===== config.mk =====
export PLATFORM = sky130hd
export DESIGN_NAME = alu_issue_flat
export DESIGN_NICKNAME = d
export VERILOG_FILES = /design/src/rtl/alu_issue_if.sv /design/src/rtl/alu_issue.sv /design/src/flat_wrapper.sv
export SDC_FILE = /design/constraint.sdc
export NUM_CORES = 2
export LEC_CHECK = 0
export CORE_ASPECT_RATIO = 1.75
export CORE_MARGIN = 5
export CORE_UTILIZATION = 45
export DETAILED_ROUTE_END_ITERATION = 8
export GPL_ROUTABILITY_DRIVEN = 0
export GPL_TIMING_DRIVEN = 0
export PLACE_DENSITY = 0.74
export REMOVE_ABC_BUFFERS = 1
export SYNTH_ARGS = -nofsm -noshare
export SYNTH_HDL_FRONTEND = slang
export SYNTH_SLANG_ARGS = --single-unit

===== constraint.sdc =====
create_clock -name clk -period 37.9 [get_ports clk]
set_clock_uncertainty 0.15 [all_clocks]
set_input_delay 7.58 -clock clk [delete_from_list [all_inputs] [get_ports clk]]
set_output_delay 7.58 -clock clk [all_outputs]
set_load 0.01 [all_outputs]

===== src/rtl/alu_issue_if.sv =====
// Instruction, issue and writeback signals of the alu_issue stage.
interface alu_issue_if;
  logic        inst_valid;
  logic [31:0] inst;
  logic        inst_ready;
  logic        iss_valid;
  logic        iss_ready;
  logic [6:0]  iss_fun7;
  logic [2:0]  iss_fun3;
  logic [31:0] iss_rs1;
  logic [31:0] iss_rs2;
  logic [4:0]  iss_rd;
  logic        wb_valid;
  logic [4:0]  wb_rd;
  logic [31:0] wb_data;
  logic        illegal;

  // Driver of instructions, ALU-ready and writebacks.
  modport master (
    output inst_valid, inst, iss_ready, wb_valid, wb_rd, wb_data,
    input  inst_ready, iss_valid, iss_fun7, iss_fun3, iss_rs1, iss_rs2,
           iss_rd, illegal
  );

  // The decode-and-issue stage itself.
  modport slave (
    input  inst_valid, inst, iss_ready, wb_valid, wb_rd, wb_data,
    output inst_ready, iss_valid, iss_fun7, iss_fun3, iss_rs1, iss_rs2,
           iss_rd, illegal
  );
endinterface


===== src/rtl/alu_issue.sv =====
// RV32I OP/OP-IMM decode-and-issue stage: register file, per-register
// scoreboard and a single registered issue slot under valid/ready.
module alu_issue (
  input  logic      clk,
  input  logic      reset,
  alu_issue_if.slave bus
);
  typedef enum logic {EMPTY, FULL} state_t;

  localparam logic [6:0] OPC_OP  = 7'b0110011;
  localparam logic [6:0] OPC_IMM = 7'b0010011;

  state_t      state, state_nxt;
  logic [31:0] rf [32];
  logic [31:0] busy, busy_nxt, wb_clr, busy_live;

  logic [6:0]  opc, raw_f7;
  logic [2:0]  f3;
  logic [4:0]  rs1, rs2, rd;
  logic        is_op, legal;
  logic [6:0]  dec_f7;
  logic [31:0] imm;
  logic [31:0] opnd_a, opnd_b_reg, opnd_b;
  logic        hazard, slot_free, accept, take_illegal, ready;

  assign opc    = bus.inst[6:0];
  assign rd     = bus.inst[11:7];
  assign f3     = bus.inst[14:12];
  assign rs1    = bus.inst[19:15];
  assign rs2    = bus.inst[24:20];
  assign raw_f7 = bus.inst[31:25];

  // Opcode decode, legality and immediate formation
  always_comb begin
    is_op  = 1'b0;
    legal  = 1'b0;
    dec_f7 = raw_f7;
    imm    = '0;
    case (opc)
      OPC_OP: begin
        is_op = 1'b1;
        legal = (raw_f7 == 7'h00) ||
                (raw_f7 == 7'h20 && (f3 == 3'b000 || f3 == 3'b101));
      end
      OPC_IMM: begin
        if (f3 == 3'b001 || f3 == 3'b101) begin
          imm   = {27'd0, bus.inst[24:20]};
          legal = (raw_f7 == 7'h00) || (f3 == 3'b101 && raw_f7 == 7'h20);
        end else begin
          dec_f7 = '0;
          imm    = {{20{bus.inst[31]}}, bus.inst[31:20]};
          legal  = 1'b1;
        end
      end
      default: legal = 1'b0;
    endcase
  end

  // Operand read with same-cycle writeback bypass; x0 reads as zero
  always_comb begin
    if (rs1 == 5'd0)                            opnd_a = '0;
    else if (bus.wb_valid && bus.wb_rd == rs1)  opnd_a = bus.wb_data;
    else                                        opnd_a = rf[rs1];
    if (rs2 == 5'd0)                            opnd_b_reg = '0;
    else if (bus.wb_valid && bus.wb_rd == rs2)  opnd_b_reg = bus.wb_data;
    else                                        opnd_b_reg = rf[rs2];
    opnd_b = is_op ? opnd_b_reg : imm;
  end

  // Hazard check against busy bits, ignoring bits cleared this cycle
  always_comb begin
    wb_clr    = bus.wb_valid ? (32'd1 << bus.wb_rd) : '0;
    busy_live = busy & ~wb_clr;
    hazard    = busy_live[rs1] | (is_op & busy_live[rs2]) | busy_live[rd];
  end

  // Handshake and issue-slot next state
  always_comb begin
    state_nxt    = state;
    ready        = 1'b0;
    accept       = 1'b0;
    take_illegal = 1'b0;
    slot_free    = (state == EMPTY) || bus.iss_ready;
    if (bus.inst_valid) begin
      if (!legal) begin
        ready        = 1'b1;
        take_illegal = 1'b1;
      end else if (slot_free && !hazard) begin
        ready  = 1'b1;
        accept = 1'b1;
      end
    end
    case (state)
      EMPTY:   if (accept) state_nxt = FULL;
      FULL:    if (bus.iss_ready && !accept) state_nxt = EMPTY;
      default: state_nxt = EMPTY;
    endcase
  end

  assign bus.inst_ready = ready;
  assign bus.iss_valid  = (state == FULL);

  // Scoreboard next value: clear on writeback, then set on accept (set wins)
  always_comb begin
    busy_nxt = busy & ~wb_clr;
    if (accept && rd != 5'd0) busy_nxt[rd] = 1'b1;
    busy_nxt[0] = 1'b0;
  end

  // Issue-slot state register
  always_ff @(posedge clk or posedge reset) begin
    if (reset) state <= EMPTY;
    else       state <= state_nxt;
  end

  // Scoreboard register
  always_ff @(posedge clk or posedge reset) begin
    if (reset) busy <= '0;
    else       busy <= busy_nxt;
  end

  // Issue packet fields load on accept, otherwise hold
  always_ff @(posedge clk or posedge reset) begin
    if (reset) begin
      bus.iss_fun7 <= '0;
      bus.iss_fun3 <= '0;
      bus.iss_rs1  <= '0;
      bus.iss_rs2  <= '0;
      bus.iss_rd   <= '0;
    end else if (accept) begin
      bus.iss_fun7 <= dec_f7;
      bus.iss_fun3 <= f3;
      bus.iss_rs1  <= opnd_a;
      bus.iss_rs2  <= opnd_b;
      bus.iss_rd   <= rd;
    end
  end

  // One-cycle pulse per consumed illegal instruction
  always_ff @(posedge clk or posedge reset) begin
    if (reset) bus.illegal <= 1'b0;
    else       bus.illegal <= take_illegal;
  end

  // Register file write port; x0 is never written
  always_ff @(posedge clk or posedge reset) begin
    if (reset) begin
      for (int unsigned i = 0; i < 32; i++) rf[i] <= '0;
    end else if (bus.wb_valid && bus.wb_rd != 5'd0) begin
      rf[bus.wb_rd] <= bus.wb_data;
    end
  end
endmodule


===== src/flat_wrapper.sv =====
// flat-port wrapper written by rule: the top's interface ports become plain ports
module alu_issue_flat 
  (clk, reset, bus_inst_valid, bus_inst, bus_iss_ready, bus_wb_valid, bus_wb_rd, bus_wb_data, bus_inst_ready, bus_iss_valid, bus_iss_fun7, bus_iss_fun3, bus_iss_rs1, bus_iss_rs2, bus_iss_rd, bus_illegal);
  alu_issue_if bus_i ();
  input  logic clk;
  input  logic reset;
  input wire logic [$bits(bus_i.inst_valid)-1:0] bus_inst_valid;
  input wire logic [$bits(bus_i.inst)-1:0] bus_inst;
  input wire logic [$bits(bus_i.iss_ready)-1:0] bus_iss_ready;
  input wire logic [$bits(bus_i.wb_valid)-1:0] bus_wb_valid;
  input wire logic [$bits(bus_i.wb_rd)-1:0] bus_wb_rd;
  input wire logic [$bits(bus_i.wb_data)-1:0] bus_wb_data;
  output wire logic [$bits(bus_i.inst_ready)-1:0] bus_inst_ready;
  output wire logic [$bits(bus_i.iss_valid)-1:0] bus_iss_valid;
  output wire logic [$bits(bus_i.iss_fun7)-1:0] bus_iss_fun7;
  output wire logic [$bits(bus_i.iss_fun3)-1:0] bus_iss_fun3;
  output wire logic [$bits(bus_i.iss_rs1)-1:0] bus_iss_rs1;
  output wire logic [$bits(bus_i.iss_rs2)-1:0] bus_iss_rs2;
  output wire logic [$bits(bus_i.iss_rd)-1:0] bus_iss_rd;
  output wire logic [$bits(bus_i.illegal)-1:0] bus_illegal;
  assign bus_i.inst_valid = bus_inst_valid;
  assign bus_i.inst = bus_inst;
  assign bus_i.iss_ready = bus_iss_ready;
  assign bus_i.wb_valid = bus_wb_valid;
  assign bus_i.wb_rd = bus_wb_rd;
  assign bus_i.wb_data = bus_wb_data;
  assign bus_inst_ready = bus_i.inst_ready;
  assign bus_iss_valid = bus_i.iss_valid;
  assign bus_iss_fun7 = bus_i.iss_fun7;
  assign bus_iss_fun3 = bus_i.iss_fun3;
  assign bus_iss_rs1 = bus_i.iss_rs1;
  assign bus_iss_rs2 = bus_i.iss_rs2;
  assign bus_iss_rd = bus_i.iss_rd;
  assign bus_illegal = bus_i.illegal;
  alu_issue u_core (.clk(clk), .reset(reset), .bus(bus_i));
endmodule

Word-level counts from Yosys, hierarchy flattened --
Index checks and enable logic that the tools add are counted. Widths: inputs -> output; s select.
Operators by class: add/subtract/negate cells 0, multiply operators 0, div/mod/pow operators 0, order comparisons 8, eq/ne operators 7, shift-type cells 1, mux-type cells 41, bitwise operators 10, reduce and logical (&&, ||, !) cells 23
Operator list (number):
- $bwmux 1024 | 1
- $mux 32 | 14
- $bmux 32 s5 | 2
- $demux 32 s5 | 1
- $and 32x32->32 | 1
- $not 32->32 | 1
- $or 32x32->32 | 1
- $shl 1x5->32 const A | 1
- $ge 6x6->1 const B | 3
- $lt 5x6->1 const B | 3
- $not 5->6 | 3
- $bmux 1 s5 | 3
- $mux 1 | 15
- $eq 7x6->1 const B | 2
- $mux 7 | 2
- $eq 5x5->1 | 2
- $logic_and 1x1->1 | 10
- $logic_not 5->1 | 2
- $reduce_bool 5->1 | 2
- $eq 7x5->1 const B | 1
- $logic_not 7->1 | 1
- $lt 6x1->1 const B | 1
- $demux 1 s5 | 1
- $ge 5x1->1 const B | 1
- other kinds (9) | 16
Word-level totals: register bits after elaboration 1136, latch bits 0, bits in writable memories 0, memory bits (read-only) 0, input bits 74, output and inout bits 82, logic and storage cells 130, memories 0

Longest topological paths before layout --
depth after elaboration 18, depth in mapped cells 13, depth with buffers taken out 8

Worst setup path after synthesis --
OpenSTA, ideal clock, no wires.
kind input -> output, from in bus_wb_rd[1], to out bus_inst_ready, arrival time 9450 ps, required time 30170 ps, setup slack 20720 ps, cell stages on the path 9, buffers on the path 2, cells stage by stage clkbuf_1 -> nand2b_1 -> clkbuf_1 -> o21ai_1 -> mux4_2 -> nor2b_1 -> nor3_1 -> nor4b_2 -> a21o_1
Between the ends: word-level cells in the longest chain between the ends 14, elaborated cells on any way between the ends 18, classes of those cells 1 x shift; 10 x mux; 5 x bitwise; 2 x reduce/logical
RTL lines:
- from (decl) | RTL line flat_wrapper.sv:11 | input wire logic [$bits(bus_i.wb_rd)-1:0] bus_wb_rd;
- $shl 1x5->32 (*) | RTL line alu_issue.sv:72 | wb_clr = bus.wb_valid ? (32'd1 << bus.wb_rd) : '0;
- $mux 32 (*) | RTL line alu_issue.sv:72
- $not 32->32 (*) | RTL line alu_issue.sv:73 | busy_live = busy & ~wb_clr;
- $and 32x32->32 (*) | RTL line alu_issue.sv:73
- $bmux 1 s5 | RTL line alu_issue.sv:74 | hazard = busy_live[rs1] | (is_op & busy_live[rs2]) | busy_live[rd];
- $mux 1 (not written as such) | RTL line alu_issue.sv:74
- $and 1x1->1 | RTL line alu_issue.sv:74
- $or 1x1->1 | RTL line alu_issue.sv:74
- $or 1x1->1 (*) | RTL line alu_issue.sv:74
- $logic_not 1->1 (*) | RTL line alu_issue.sv:88 | end else if (slot_free && !hazard) begin
- $logic_and 1x1->1 (*) | RTL line alu_issue.sv:88
- $mux 1 (*) | RTL line alu_issue.sv:88
- $mux 1 (*) | RTL line alu_issue.sv:85 | if (!legal) begin
- $mux 1 (*) | RTL line alu_issue.sv:84 | if (bus.inst_valid) begin
- to (decl) | RTL line flat_wrapper.sv:13 | output wire logic [$bits(bus_i.inst_ready)-1:0] bus_inst_ready;
Mark *: on every way between the ends. The rest lies on a longest branch, timed or not. The select of a mux whose other input is x is not followed.

Final worst setup path --
Ends and elaborated chain as after synthesis.

==> summary.txt <==
Setup path
  • Worst-path maximum fanout: 17
  • R2r startpoint: u_core.busy[22]
  • R2R Setup Slk: between 30 and 40 ns
  • Worst reg2reg path depth: 9
  • Crit Path Class: input pin to output pin
  • Setup crit end kind: output pin
  • CP dominant cell by count: clkdlybuf4s50_1
  • Worst Setup Start Kind: input pin
  • Critical R2R Capture: u_core.bus.iss_rs2[30]
  • Worst Path Required: 30.17 ns
  • Kind of cell adding the most delay to the critical path: simple AND/OR/NAND/NOR gates
  • Crit path buffers/inverters: 2
  • Critical path's largest stage delay: 0.82 ns
  • Crit path cell chain: clkdlybuf4s50_1 > nand2_1 > nor2_4 > nor2b_1 > a221oi_1 > nand4_1 > nor4_1 > a21o_1 > clkdlybuf4s50_1
  • CP max stage cell: nor2_4
  • CP arrival: 12.01 ns

Die
  • IO Pins: ~160
  • # rows: ~180
  • Core Area: ~130000 um2
  • Starting density of the core: 45.2%
  • Die Width: 287 um
  • Die footprint: about 140000 um2
  • Die Height: between 400 and 500 um

Global route
  • Largest net degree at the start of global routing: 135
  • Global-route wire length before repair: around 270000 um
  • GRT Resource Usage Total: 25.2%
  • Initial antenna violation count: 11
  • Vias in the first global route: around 42000
  • Grt ovf: 0

Synthesis
  • Cell with the most instances after synthesis: dfrtp_1
  • Yosys cell types: 68
  • Post-synth top area cell: dfrtp_1
  • Post-synth top cells: 1136 x dfrtp_1, 964 x mux2_2, 450 x mux4_2
  • Yosys reg bits: roughly 1100
  • Sequential share of the synthesized area: a little under half
  • Async set or reset register ratio after synthesis: 100%
  • Post-synth EDFFs: 0
  • Area contributors post-synth: dfrtp_1 47%, mux2_2 18%, mux4_2 17%
  • YS warnings: 0
  • Cell Area, Synth: 60600 um2
  • Synthesized area per cell: ~14 um2
  • Post-Syn Instances: around 4200
  • Dominant synthesized flop cell: dfrtp_1
  • Top cell type's share of synthesized area: a little under half

Cells and area
  • FILL cells: roughly 11000
  • Final #Nets: roughly 4200
  • Seq. cell area: 28400 um2
  • Post-Layout Cell Count: roughly 6000
  • Final core occ: about half
  • Area Growth Syn to Fin: 12.9%
  • Final non-filler cell area: 68400 um2
  • Multi-input logic area: 30400 um2
  • Share of post-route cells with drive strength above 1: a little over two fifths

Drt
  • Via Count: roughly 40000
  • DRT Wirelength: roughly 180000 um
  • Antenna-violating nets left: 0
  • Iteration-0 DRC Markers: between 4000 and 5000
  • Vias per Instance: between 6 and 7
  • DRC: 0
  • Avg WL per Cell: approximately 30 um
  • Total iterations of the first detailed-routing run: 7

Pwr
  • Power per Cell Area: 49.1 nW/um2
  • Peak VDD IR: 39.4 uV
  • Leakage: 0.0294 uW

CTS
  • CTS sink count: around 1100
  • Setup Fix Bufs, Post-CTS: 0
  • Clock-pin slew on the worst setup and hold paths: roughly 0.060 ns
  • Total CTS buffers: 104
  • Resize count post-CTS: 0
  • H-tree lvl count: 3
  • CTS Hold Bufs: 0
  • Worst skew pair latency: about 0.73 ns
  • CTS tree: built
  • Root Driver: clkbuf_16
  • Maximum clock path buffer count: 3

Outcome
  • Status: completed

STA
  • RSZ-0062 raised after global routing: no
  • FMAX: 50.7 MHz
  • Least-Margin Pin Slew: around 1.5 ns
  • Worst hold slack: roughly 0.25 ns
  • Slew Viols, Final: 0
  • Setup TNS: 0 ns
  • Rel. slew slack: under 10%
  • Min Tclk post-route: about 20 ns
  • Final Hold Fails: 0
  • Crit share post-route: 52.1%
  • Final setup fails: 0

Worst hold path
  • Min-Delay Path Depth: 0
  • Min-Delay Endpoint: u_core.rf[1007]
  • Hold path start: u_core.rf[1007]
  • Hold Crit Class: flop to flop

Placement
  • Final HPWL DP: about 110000 um
  • Cells after DPL: approximately 5800
  • Number of buffers added on ports: approximately 160
  • Placed inst area: about 65000 um2

Job
  • Max Cap Viol: 0
## sequential cells by signal, summed over array words and instances, names as in the netlist, 3 cells and up
| register | count |
|---|---|
| u_core.bus.iss_rs1 | 32 |
| u_core.bus.iss_fun3 | 3 |
| u_core.bus.iss_rs2 | 32 |
| u_core.rf | 1024 |
| u_core.busy | 31 |
| u_core.bus.iss_rd | 5 |
| u_core.bus.iss_fun7 | 7 |
## worst register-to-register path: cells and delay by family, from the launching register on
family,cells,cell delay (ns)
muxes,2,0.56
buffers and inverters,2,0.69
DFF,1,0.36
and+or+nand+nor,3,1.55
AOI/OAI and AO/OA,2,0.71
## layout by cell type (no fill, tap or decap), types with 50 or more instances in the layout
master	netlist	final
mux2_2	964	964
dfrtp_1	1136	1136
mux2_1	52	52
a221oi_1	131	131
a22oi_1	75	75
mux4_2	450	450
mux2i_1	298	298
clkdlybuf4s50_1	0	145
mux2_4	50	50
nor2_1	127	113
o21ai_0	102	102
clkbuf_16	0	106
## power by group
part | total, uW | switching [uW] | internal, uW
combinational | 663 | 265 | 398
sequential | 1570 | 153 | 1420
clock | 1120 | 482 | 638
total | 3360 | 900 | 2460
## worst max path at each step
stage / start / endpoint / slack, ns / cells past startpoint
after global placement: bus_inst[15] / u_core.bus.iss_rs1[2] / -22.25 / 4
after global routing: bus_wb_rd[0] / bus_inst_ready / 17.99 / 9
final: bus_wb_rd[1] / bus_inst_ready / 18.16 / 9
after CTS: bus_wb_rd[1] / bus_inst_ready / 18.34 / 9
after floorplan: reset / u_core.bus.illegal / -1.82 / 1
after detailed placement: bus_wb_rd[1] / bus_inst_ready / 18.38 / 9
## cell type report
type                            count  share of cell area, %
Clock inverter                     43                  0.805
Timing Repair Buffer              247                   5.28
Sequential cell                  1136                   41.6
Inverter                            8                 0.0622
Tap cell                         1800                   3.29
Clock buffer                      148                   4.43
Multi-Input combinational cell   2579                   44.5
Antenna cell                        7                 0.0256
## per-stage QoR
| stage | setup WS (ns) | power, uW |
|---|---|---|
| after floorplan | -1.82 | 2030 |
| after global placement | -22.25 | 2320 |
| after detailed placement | 18.38 | 2250 |
| after CTS | 18.34 | 3370 |
| after global routing | 17.99 | 3490 |
| final | 18.16 | 3360 |
## cells by family after synthesis
kind of cell,after synthesis,share of synthesized area (%)
and+or+nand+nor,248,2.01
AOI/OAI and AO/OA,507,5.95
xor gates and xnor gates,10,0.145
muxes,1814,41.8
DFF,1136,46.9
buffers and inverters,484,3.16
## layer usage
layer / part of all wire (%) / routed length (um) / global-route usage [%] / vias to the layer above
met5: 0.023 / 42 / 0 / -
met4: 5.9 / 10600 / 12.9 / 8
met3: 8.6 / 15500 / 5.78 / 567
met2: 48 / 86500 / 40.7 / 1999
met1: 38 / 68400 / 32.1 / 21200
li1: - / - / - / 16000
No activity file was read; power rests on OpenSTA's default activity.
